--- config.mk ---
export PLATFORM = sky130hd
export DESIGN_NAME = countdown_timer_ctrl_flat
export DESIGN_NICKNAME = d
export VERILOG_FILES = /design/src/rtl/timer_pkg.sv /design/src/rtl/countdown_timer_ctrl_if.sv /design/src/rtl/bcd_down4.sv /design/src/rtl/countdown_timer_ctrl.sv /design/src/flat_wrapper.sv
export SDC_FILE = /design/constraint.sdc
export NUM_CORES = 1
export LEC_CHECK = 0
export CAP_MARGIN = 10
export CORE_ASPECT_RATIO = 0.7
export CORE_MARGIN = 2
export CORE_UTILIZATION = 50
export DETAILED_ROUTE_END_ITERATION = 16
export MAX_ROUTING_LAYER = met4
export PLACE_DENSITY = 0.69
export REMOVE_ABC_BUFFERS = 1
export SYNTH_ARGS = -nofsm -noshare
export SYNTH_HDL_FRONTEND = slang
export SYNTH_SLANG_ARGS = --single-unit
--- constraint.sdc ---
create_clock -name clk -period 5.35 [get_ports clk]
set_input_delay 1.07 -clock clk [delete_from_list [all_inputs] [get_ports clk]]
set_output_delay 1.07 -clock clk [all_outputs]
set_load 0.02 [all_outputs]
--- src/rtl/timer_pkg.sv ---
// Shared types and constants for the countdown timer: FSM state encoding, BCD digit width, digit increment helper.
package timer_pkg;

  localparam int BCD_W = 4;
  localparam int NDIG  = 4;

  typedef enum logic [2:0] {
    EDIT  = 3'd0,
    RUN   = 3'd1,
    PAUSE = 3'd2,
    DONE  = 3'd3
  } state_t;

  // Out-of-range codes fold to 0 so a digit can never exceed 9.
  function automatic logic [BCD_W-1:0] bcd_inc(input logic [BCD_W-1:0] d);
    return (d >= BCD_W'(9)) ? '0 : d + BCD_W'(1);
  endfunction

endpackage

--- src/rtl/countdown_timer_ctrl_if.sv ---
// User-control and display bundle of the countdown timer: button pulses in, BCD digits and status out.
interface countdown_timer_ctrl_if;
  logic        inc_pulse;
  logic        nxt_pulse;
  logic [15:0] digits;
  logic [1:0]  edit_sel;
  logic [2:0]  state;
  logic        running;
  logic        alarm;

  modport master (
    output inc_pulse, nxt_pulse,
    input  digits, edit_sel, state, running, alarm
  );

  modport slave (
    input  inc_pulse, nxt_pulse,
    output digits, edit_sel, state, running, alarm
  );
endinterface

--- src/rtl/bcd_down4.sv ---
// Combinational 4-digit BCD decrement with borrow chain; zero flags a 0000 result.
module bcd_down4
  import timer_pkg::*;
(
  input  logic [15:0] din,
  output logic [15:0] dout,
  output logic        zero
);

  logic             borrow;
  logic [BCD_W-1:0] dig;

  always_comb begin
    borrow = 1'b1;
    dig    = '0;
    dout   = '0;
    for (int i = 0; i < NDIG; i++) begin
      dig = din[i*BCD_W +: BCD_W];
      if (borrow) begin
        if (dig == '0) begin
          dout[i*BCD_W +: BCD_W] = BCD_W'(9);
        end else begin
          dout[i*BCD_W +: BCD_W] = dig - BCD_W'(1);
          borrow = 1'b0;
        end
      end else begin
        dout[i*BCD_W +: BCD_W] = dig;
      end
    end
    zero = (dout == '0);
  end

endmodule

--- src/rtl/countdown_timer_ctrl.sv ---
// Four-digit BCD countdown timer: edit digits, run/pause, alarm in DONE.
// Define TIMER_ALARM_EN for an alarm lasting ALARM_TICKS ticks; otherwise alarm is a single cycle.
module countdown_timer_ctrl
  import timer_pkg::*;
#(
  parameter int CLK_HZ      = 25000000,
  parameter int TICK_HZ     = 10,
  parameter int ALARM_TICKS = 20
) (
  input logic                  clk,
  input logic                  nRst,
  countdown_timer_ctrl_if.slave io
);

  localparam int PRESC_MAX = CLK_HZ / TICK_HZ;
  localparam int PW        = ($clog2(PRESC_MAX) < 1) ? 1 : $clog2(PRESC_MAX);
  localparam logic [PW-1:0] PRESC_TERM = PW'(PRESC_MAX - 1);

  state_t        state_q, state_d;
  logic [15:0]   digits_q, digits_d;
  logic [1:0]    edit_sel_q, edit_sel_d;
  logic [PW-1:0] presc_q, presc_d;
  logic          running_q, running_d;
  logic          alarm_q, alarm_d;

  logic          tick;
  logic [15:0]   dec_val;
  logic          dec_zero;

`ifdef TIMER_ALARM_EN
  localparam int AW = ($clog2(ALARM_TICKS + 1) < 1) ? 1 : $clog2(ALARM_TICKS + 1);
  logic [AW-1:0] alm_cnt_q, alm_cnt_d;
`endif

  bcd_down4 u_dec (
    .din  (digits_q),
    .dout (dec_val),
    .zero (dec_zero)
  );

  assign tick = (presc_q == PRESC_TERM);

  always_comb begin
    state_d    = state_q;
    digits_d   = digits_q;
    edit_sel_d = edit_sel_q;
    presc_d    = presc_q;
`ifdef TIMER_ALARM_EN
    alm_cnt_d  = alm_cnt_q;
`endif
    case (state_q)
      EDIT: begin
        if (io.nxt_pulse) begin
          if (edit_sel_q == 2'd3) begin
            edit_sel_d = 2'd0;
            if (digits_q != '0) begin
              state_d = RUN;
              presc_d = '0;
            end
          end else begin
            edit_sel_d = edit_sel_q + 2'd1;
          end
        end else if (io.inc_pulse) begin
          digits_d[edit_sel_q*BCD_W +: BCD_W] = bcd_inc(digits_q[edit_sel_q*BCD_W +: BCD_W]);
        end
      end
      RUN: begin
        presc_d = tick ? '0 : presc_q + PW'(1);
        // A tick landing on the pause request still decrements; reaching zero beats the pause.
        if (tick) begin
          digits_d = dec_val;
          if (dec_zero) begin
            state_d = DONE;
`ifdef TIMER_ALARM_EN
            alm_cnt_d = '0;
`endif
          end else if (io.nxt_pulse) begin
            state_d = PAUSE;
          end
        end else if (io.nxt_pulse) begin
          state_d = PAUSE;
        end
      end
      PAUSE: begin
        if (io.nxt_pulse) begin
          state_d = RUN;
        end else if (io.inc_pulse) begin
          state_d    = EDIT;
          edit_sel_d = 2'd0;
        end
      end
      DONE: begin
`ifdef TIMER_ALARM_EN
        presc_d = tick ? '0 : presc_q + PW'(1);
        if (io.inc_pulse || io.nxt_pulse ||
            (tick && alm_cnt_q == AW'(ALARM_TICKS - 1))) begin
          state_d    = EDIT;
          edit_sel_d = 2'd0;
          presc_d    = '0;
          alm_cnt_d  = '0;
        end else if (tick) begin
          alm_cnt_d = alm_cnt_q + AW'(1);
        end
`else
        state_d    = EDIT;
        edit_sel_d = 2'd0;
        presc_d    = '0;
`endif
      end
      default: begin
        state_d    = EDIT;
        edit_sel_d = 2'd0;
        presc_d    = '0;
      end
    endcase
    running_d = (state_d == RUN);
    alarm_d   = (state_d == DONE);
  end

  always_ff @(posedge clk) begin
    if (nRst) begin
      state_q    <= EDIT;
      digits_q   <= '0;
      edit_sel_q <= 2'd0;
      presc_q    <= '0;
      running_q  <= 1'b0;
      alarm_q    <= 1'b0;
`ifdef TIMER_ALARM_EN
      alm_cnt_q  <= '0;
`endif
    end else begin
      state_q    <= state_d;
      digits_q   <= digits_d;
      edit_sel_q <= edit_sel_d;
      presc_q    <= presc_d;
      running_q  <= running_d;
      alarm_q    <= alarm_d;
`ifdef TIMER_ALARM_EN
      alm_cnt_q  <= alm_cnt_d;
`endif
    end
  end

  assign io.digits   = digits_q;
  assign io.edit_sel = edit_sel_q;
  assign io.state    = state_q;
  assign io.running  = running_q;
  assign io.alarm    = alarm_q;

endmodule

--- src/flat_wrapper.sv ---
// flat-port wrapper written by rule: the top's interface ports become plain ports
module countdown_timer_ctrl_flat import timer_pkg::*;
#(
  parameter int CLK_HZ      = 25000000,
  parameter int TICK_HZ     = 10,
  parameter int ALARM_TICKS = 20
)
  (clk, nRst, io_inc_pulse, io_nxt_pulse, io_digits, io_edit_sel, io_state, io_running, io_alarm);
  countdown_timer_ctrl_if io_i ();
  input logic clk;
  input logic nRst;
  input wire logic [$bits(io_i.inc_pulse)-1:0] io_inc_pulse;
  input wire logic [$bits(io_i.nxt_pulse)-1:0] io_nxt_pulse;
  output wire logic [$bits(io_i.digits)-1:0] io_digits;
  output wire logic [$bits(io_i.edit_sel)-1:0] io_edit_sel;
  output wire logic [$bits(io_i.state)-1:0] io_state;
  output wire logic [$bits(io_i.running)-1:0] io_running;
  output wire logic [$bits(io_i.alarm)-1:0] io_alarm;
  assign io_i.inc_pulse = io_inc_pulse;
  assign io_i.nxt_pulse = io_nxt_pulse;
  assign io_digits = io_i.digits;
  assign io_edit_sel = io_i.edit_sel;
  assign io_state = io_i.state;
  assign io_running = io_i.running;
  assign io_alarm = io_i.alarm;
  countdown_timer_ctrl #(.CLK_HZ(CLK_HZ), .TICK_HZ(TICK_HZ), .ALARM_TICKS(ALARM_TICKS)) u_core (.clk(clk), .nRst(nRst), .io(io_i));
endmodule
* Word-level counts from Yosys, hierarchy flattened
Cells that the tools add are included.
Storage, ports and cells: flip-flop bits (word level) 45, input port bits 4, output and inout bits 23, logic and storage cells 82
Cells by class: $add $sub $neg 8, $lt $le $gt $ge 1, equality and inequality tests 14, shift-type cells 3, mux-type cells 37, bitwise logic cells 2, reduce and logical (&&, ||, !) cells 11
Operators by type and width (count):
- 22-bit two-way mux | 4
- 22-bit case mux with 3 select lines | 1
- 16-bit two-way mux | 3
- 4-bit negation with 34-bit output | 1
- 4-bit by 34-bit variable shift with 16-bit output (first input constant) | 1
- 4-bit by 34-bit variable part select with 16-bit output | 1
- 4-bit two-way mux | 8
- 16-bit case mux with 2 select lines | 1
- 3-bit two-way mux | 8
- 22-bit by 1-bit adder with 22-bit output (second input constant) | 1
- 22-bit equality test (second input constant) | 1
- 16-bit bitwise mux | 1
- 16-bit logical NOT | 1
- 4-bit logical NOT | 4
- 16-bit nonzero test | 1
- 16-bit by 5-bit variable part select with 4-bit output | 1
- 4-bit by 1-bit subtractor with 4-bit output (second input constant) | 4
- 4-bit AND reduction | 3
- 2-bit != test (second input constant) | 5
- 3-bit case mux with 3 select lines | 1
- 2-bit two-way mux | 4
- 3-bit by 1-bit equality test with 1-bit output (second input constant) | 2
- 3-bit by 2-bit equality test with 1-bit output (second input constant) | 2
- 2-bit by 1-bit != test with 1-bit output (second input constant) | 3
- other kinds (9) | 14

* Depth between registers and ports, before layout
Gate-level depths: netlist (run 1).
depth in word-level cells 10, depth in mapped cells 10

* Cells and area by module
A second synthesis (run 1) with hierarchy kept.
Unflattened totals: cells, all modules 357, area total of the unflattened synthesis 2906.5 um^2
Modules (own cells, without submodules):
- countdown_timer_ctrl | instances 1, cells an instance 306, area each 2561.2 um^2, seq. area each 900.9 um^2
- bcd_down4 | instances 1, cells an instance 51, area each 345.3 um^2, seq. area each 0.0 um^2

* Worst setup path before layout (run 1)
OpenSTA, ideal clock, no wires.
path kind flip-flop to flip-flop, start register u_core.digits_q[0], in the netlist u_core.io.digits[0], end register u_core.presc_q[12], library setup time 101 ps, data arrival time 2508 ps, data required time 5249 ps, slack 2741 ps, cell stages (with the launch flop) 9, path buffers 2, clock period less this slack 2609 ps, cell sequence dfxtp_1 buf_6 or4_4 buf_6 or4_4 o31a_4 o41ai_4 o311ai_1 o41ai_1
On the way: longest elaborated chain between the ends 3
Ends and longest elaborated chain:
- start: declaration | line countdown_timer_ctrl.sv:20 | logic [15:0] digits_q, digits_d;
- start signal: assignment | line countdown_timer_ctrl.sv:133 | digits_q <= digits_d;
- 16-bit nonzero test | line countdown_timer_ctrl.sv:56 | if (digits_q != '0) begin
- 2-bit by 1-bit != test with 1-bit output (no line)
- 4-bit AND reduction (no line)
- end signal: assignment | line countdown_timer_ctrl.sv:135 | presc_q <= presc_d;
- end: declaration | line countdown_timer_ctrl.sv:22 | logic [PW-1:0] presc_q, presc_d;
No other way between the ends. A chain may end at the register's enable or synchronous reset.

* Worst setup path in the final report (run 1)
start register u_core.digits_q[0], in the netlist u_core.io.digits[0], end register u_core.presc_q[17]
The elaborated chain is that of the path after synthesis.

==> results.yml, run 1 <==
status:
  run_status: "completed"
flow_run:
  cap_viol_max_count: 0
clock_tree:
  number_of_clock_sinks_seen_by_cts: 45
  tritoncts: "done"
  clk_pin_slew_ps: 90
  cts_max_level: 2
  cts.root.buffer_cell: "sky130_fd_sc_hd__clkbuf_8"
  numCtsBuffers: 5
  worstSkewPairLatency_ps: 300
  cts_buffer_depth: 2
  post_cts_hold_buffer_count: 0
  postCtsResizedCells: 0
  post-cts-setup-buffer-count: 0
sta:
  post-route-period-util_pct: 53.3
  finClkSkew_ps: 6.85
  worstMarginPinSlew_ps: 863
  setup_viol_count_final: 0
  timing.final.hold_violations: 0
  period_minus_slack_ps: 2850
  whs_ps: 526
  timing.final.ws_setup_ps: 2500
  achievable-frequency_mhz: 351
  headroom_to_the_max_slew_limit_pct: 42.2
  report.final.slew_viol_count: 0
  grt_setup_unrepaired: "no"
  sum_of_negative_setup_slack_ps: 0
placement:
  detailedPlace.worstSlack_ps: 2210
  detailed_place.area_mm2: 0.00322
  gpl.final_weighted_congestion: 0.911
  place.detailed.instances: 454
  hpwlAfterDp_um: 5610
  numPortBuffers: 26
global_route:
  globalRouteOverflowTotal: 0
  antenna_found_initial: 0
  grtUsageTotal_pct: 25.3
  grt_max_degree: 23
  grt_first_pass_wirelength_um: 12300
  vias_in_the_first_global_route: 2377
synth:
  syn-cell-area_mm2: 0.00294
  proportion_of_synthesized_flip_flops_having_asynchronous_set_or_reset_pct: 0
  post-synth-top-area-fraction_pct: 30.6
  synth_area_leaders: "sky130_fd_sc_hd__dfxtp_1, sky130_fd_sc_hd__nor2_1, sky130_fd_sc_hd__a21oi_1"
  synth.lib_cells_used.distinct: 58
  synth_ff_type: "sky130_fd_sc_hd__dfxtp_1"
  synthesis.area_per_instance_um2: 7.95
  netlist_instances: 370
  post-synth-top-area-cell: "sky130_fd_sc_hd__dfxtp_1"
  synth_enable_flop_cells: 0
  ys_seq_area_share_pct: 30.6
  ys_seq_elements: 45
  synth-warning-count: 0
worst_setup_path:
  sort_of_element_at_the_end_of_the_critical_path: "flip-flop"
  data_required_time_of_the_critical_path_ps: 5510
  worst_setup_path_start_kind: "flip-flop"
  critPathKind: "reg -> reg"
  setup.worst_path.start: "u_core.io.digits[0]$_SDFFE_PP0P_"
  arrival_time_at_the_worst_endpoint_ps: 3010
  regToRegStartpoint: "u_core.io.digits[0]$_SDFFE_PP0P_"
  critical_path.max_fanout: 13
final_layout:
  layout_commonest_cell: "sky130_fd_sc_hd__nor2_1"
  fraction_of_final_layout_cells_sized_beyond_drive_strength_1_pct: 6.46
  final_cell_mix: "sky130_fd_sc_hd__nor2_1, sky130_fd_sc_hd__dfxtp_1, sky130_fd_sc_hd__clkdlybuf4s50_1, sky130_fd_sc_hd__nand2_1, sky130_fd_sc_hd__a21oi_1"
  fin_util_pct: 57.9
  final.fill_count: 538
  final_cell_area_excluding_filler_cells_mm2: 0.00330
  num-nets-final: 398
  area_growth_pct: 12.2
  count_of_placed_standard_cells_in_the_final_layout_fillers_left_out: 462
  antenna-diode-count: 0
detailed_routing:
  avgRoutedWirePerCell_um: 16.4
  post_drt_via_cell_ratio: 6.18
  detail_route.drc_violations: 0
  detail-route-antenna-nets: 0
  drt_wl_total_um: 7570
  drt-initial-drc-count: 273
  dr.pass1.iters: 5
  num_vias: 2853
power:
  overall_power_mw: 0.636
  net_switching_power_mw: 0.175
  pwr-share-seq_pct: 54.6
  switching_share_pct: 27.6
  p_int_mw: 0.461
  comb_power_share_pct: 13.0
  vdd.ir_drop.worst_mv: 0.0981
  leakage_nw: 1.15
  power_frac_clock_pct: 32.4
  powerDensity_mw_per_mm2: 193
worst_hold_path:
  worst_hold_startpoint: "u_core.presc_q[1]$_SDFFE_PP0P_"
  worst_hold_path_type: "reg -> reg"
floorplanning:
  top_level_ports: 27
  fp.dieArea_mm2: 0.00652
  fp-row-count: 23
  core_footprint_mm2: 0.00570
  initial_utilization_pct: 51.6
  die-height_um: 68.2
  die_x_um: 95.7
==> cell type report <==
cell class                      instances  area, um^2  share of cell area (%)
Clock buffer                            6        72.6                    2.20
Clock inverter                          2        10.0                   0.303
Inverter                               12        45.0                    1.37
Multi-Input combinational cell        295        1910                    57.9
Sequential cell                        45         901                    27.3
Tap cell                               75        93.8                    2.84
Timing Repair Buffer                   27         268                    8.12
==> cell usage after synthesis (9+ instances only) <==
| library cell | number |
|---|---|
| sky130_fd_sc_hd__a21oi_1 | 22 |
| sky130_fd_sc_hd__nand4_1 | 9 |
| sky130_fd_sc_hd__mux2i_1 | 9 |
| sky130_fd_sc_hd__nor2_1 | 54 |
| sky130_fd_sc_hd__nand3_1 | 17 |
| sky130_fd_sc_hd__inv_1 | 12 |
| sky130_fd_sc_hd__o21ai_0 | 15 |
| sky130_fd_sc_hd__xnor2_1 | 11 |
| sky130_fd_sc_hd__nor3_1 | 21 |
| sky130_fd_sc_hd__nand2_1 | 25 |
| sky130_fd_sc_hd__clkbuf_1 | 15 |
| sky130_fd_sc_hd__dfxtp_1 | 45 |
==> worst paths after layout <==
| path | endpoint | cells after the start | slack, ps |
|---|---|---|---|
| max | u_core.presc_q[17]$_SDFFE_PP0P_ | 6 | 2500 |
| min | u_core.presc_q[1]$_SDFFE_PP0P_ | 2 | 530 |
| max reg2reg | u_core.presc_q[17]$_SDFFE_PP0P_ | 6 | 2500 |
| min reg2reg | u_core.presc_q[1]$_SDFFE_PP0P_ | 2 | 530 |
==> state kept, by name, summed over array words and instances (netlist names) <==
signal              flops
u_core.io.edit_sel      2
u_core.io.digits       16
u_core.io.state         3
u_core.io.alarm         1
u_core.presc_q         22
u_core.io.running       1
==> cell families after synthesis <==
logic type / share of synthesized area [%]
AO/OA/AOI/OAI: 19.9
XOR/XNOR: 4.76
adder cells (fa/ha/maj): 3.40
other: 0.127
buffers and inverters: 4.47
AND/OR/NAND/NOR: 30.6
flip-flops: 30.6
multiplexers: 6.13
==> power groups by stage <==
stage / Sequential (mW) / Clock, mW / Combinational (mW)
5_1_grt: 0.348 / 0.225 / 0.0906
2_1_floorplan: 0.356 / 0 / 0.0527
4_1_cts: 0.347 / 0.212 / 0.0813
3_5_place_dp: 0.355 / 0 / 0.0811
6_report: 0.347 / 0.206 / 0.0828
3_3_place_gp: 0.355 / 0 / 0.0808
==> layer usage <==
metal | track usage [%] | vias to the layer above | share of wire, %
met3 | 5.95 | 9 | 8.9
met5 | - | - | 0
li1 | - | 1394 | -
met1 | 40.0 | 1341 | 52
met2 | 31.8 | 109 | 38
met4 | 4.64 | 0 | 0.90
==> worst max-delay path, cell delays in order, from the launching register on <==
cell and delay [ps]:
sky130_fd_sc_hd__dfxtp_1 410, sky130_fd_sc_hd__or4_4 670, sky130_fd_sc_hd__or4_4 600, sky130_fd_sc_hd__o31ai_4 500
sky130_fd_sc_hd__a21o_1 320, sky130_fd_sc_hd__or3_1 150, sky130_fd_sc_hd__a21oi_1 50
Note: power is estimated with default switching activity, not from simulation.
==> inputs of run 2 (changes only) <==
PLACE_DENSITY = 0.72   (was 0.69)
clock period = 2.6 ns   (was 5.35 ns; I/O delays follow)
==> results.yml, run 2 (synthesis results as in run 1) <==
sta:
  whs_ps: 512
  headroom_to_the_max_slew_limit_pct: 43.8
  post-route-period-util_pct: 96.4
  grt_setup_unrepaired: "no"
  achievable-frequency_mhz: 399
  finClkSkew_ps: 5.94
  timing.final.hold_violations: 0
  report.final.slew_viol_count: 0
  worstMarginPinSlew_ps: 843
  timing.final.ws_setup_ps: 93.3
  setup_viol_count_final: 0
  period_minus_slack_ps: 2510
global_route:
  grt_max_degree: 19
  grtUsageTotal_pct: 27.6
  grt_first_pass_wirelength_um: 13500
  vias_in_the_first_global_route: 2624
  antenna_found_initial: 0
  globalRouteOverflowTotal: 0
floorplanning:
  fp.dieArea_mm2: 0.00652
  die-height_um: 68.2
  top_level_ports: 27
  die_x_um: 95.7
  core_footprint_mm2: 0.00570
  fp-row-count: 23
  initial_utilization_pct: 51.6
clock_tree:
  tritoncts: "done"
  worstSkewPairLatency_ps: 290
  numCtsBuffers: 5
  cts_buffer_depth: 2
  number_of_clock_sinks_seen_by_cts: 45
  clk_pin_slew_ps: 80
  postCtsResizedCells: 0
  post-cts-setup-buffer-count: 0
  post_cts_hold_buffer_count: 0
  cts_max_level: 2
  cts.root.buffer_cell: "sky130_fd_sc_hd__clkbuf_8"
detailed_routing:
  drt-initial-drc-count: 366
  detail_route.drc_violations: 0
  post_drt_via_cell_ratio: 6.12
  drt_wl_total_um: 8320
  num_vias: 3000
  detail-route-antenna-nets: 0
  dr.pass1.iters: 5
  avgRoutedWirePerCell_um: 17.0
final_layout:
  antenna-diode-count: 0
  area_growth_pct: 19.4
  layout_commonest_cell: "sky130_fd_sc_hd__nor2_1"
  final_cell_area_excluding_filler_cells_mm2: 0.00351
  fin_util_pct: 61.6
  fraction_of_final_layout_cells_sized_beyond_drive_strength_1_pct: 12.5
  final_cell_mix: "sky130_fd_sc_hd__nor2_1, sky130_fd_sc_hd__dfxtp_1, sky130_fd_sc_hd__buf_4, sky130_fd_sc_hd__clkdlybuf4s50_1, sky130_fd_sc_hd__nand2_1"
  num-nets-final: 426
  max_flop_register: "u_core.presc_q"
  largest_register_ffs: 22
power:
  vdd.ir_drop.worst_mv: 0.319
  leakage_nw: 1.29
  powerDensity_mw_per_mm2: 375
  overall_power_mw: 1.32
worst_setup_path:
  sort_of_element_at_the_end_of_the_critical_path: "flip-flop"
  worst_setup_path_start_kind: "flip-flop"
  critPathKind: "reg -> reg"
  data_required_time_of_the_critical_path_ps: 2750
  critical_path.max_fanout: 7
  arrival_time_at_the_worst_endpoint_ps: 2660
placement:
  hpwlAfterDp_um: 6380
  numPortBuffers: 26
  gpl.final_weighted_congestion: 0.978
  detailed_place.area_mm2: 0.00343
  detailedPlace.worstSlack_ps: -15.8
status:
  run_status: "completed"
worst_hold_path:
  worst_hold_path_type: "reg -> reg"
flow_run:
  cap_viol_max_count: 0
## run 2: area by class of cell
| cell class | count | area, um^2 |
|---|---|---|
| Sequential cell | 45 | 901 |
| Tap cell | 75 | 93.8 |
| Multi-Input combinational cell | 295 | 1910 |
| Fill cell | 521 | 2190 |
| Inverter | 12 | 45.0 |
| Clock buffer | 8 | 80.1 |
| Timing Repair Buffer | 55 | 478 |
## run 2: critical path, cell delays in order, from the launching register on
cell and delay (ps):
sky130_fd_sc_hd__dfxtp_1 310, sky130_fd_sc_hd__or4_1 580, sky130_fd_sc_hd__or4_4 570, sky130_fd_sc_hd__o31ai_4 330, sky130_fd_sc_hd__buf_4 230, sky130_fd_sc_hd__a211oi_1 100, sky130_fd_sc_hd__xnor2_1 190, sky130_fd_sc_hd__nor2_1 50
## run 2: routing by layer
metal / global-route usage, % / up-vias / part of all wire [%]
met4: 4.64 / 0 / 0.35
met2: 36.7 / 150 / 41
met5: - / - / 0
met1: 42.3 / 1396 / 48
met3: 6.06 / 4 / 10
li1: - / 1450 / -
## run 2: stage by stage
| stage | setup TNS (ps) | cells |
|---|---|---|
| floorplan | 0 | 352 |
| global placement | -31.4 | 482 |
| global route | 0 | 490 |
| finish | 0 | 490 |
| detailed placement | -15.8 | 482 |
| CTS | 0 | 490 |
## run 2: path summary, 6_finish.rpt
| kind | startpoint | end | slack [ps] | cells after the start |
|---|---|---|---|---|
| worst max-delay path | u_core.io.digits[5]$_SDFFE_PP0P_ | u_core.presc_q[8]$_SDFFE_PP0P_ | 90 | 7 |
| worst min-delay path | u_core.presc_q[13]$_SDFFE_PP0P_ | u_core.presc_q[13]$_SDFFE_PP0P_ | 510 | 2 |
| worst max register to register | u_core.io.digits[5]$_SDFFE_PP0P_ | u_core.presc_q[8]$_SDFFE_PP0P_ | 90 | 7 |
| worst min register to register | u_core.presc_q[13]$_SDFFE_PP0P_ | u_core.presc_q[13]$_SDFFE_PP0P_ | 510 | 2 |
## run 2: power by group
part | internal [mW] | switching [mW] | total (mW)
Combinational | 0.0790 | 0.121 | 0.200
Clock | 0.191 | 0.220 | 0.412
Sequential | 0.695 | 0.00829 | 0.704
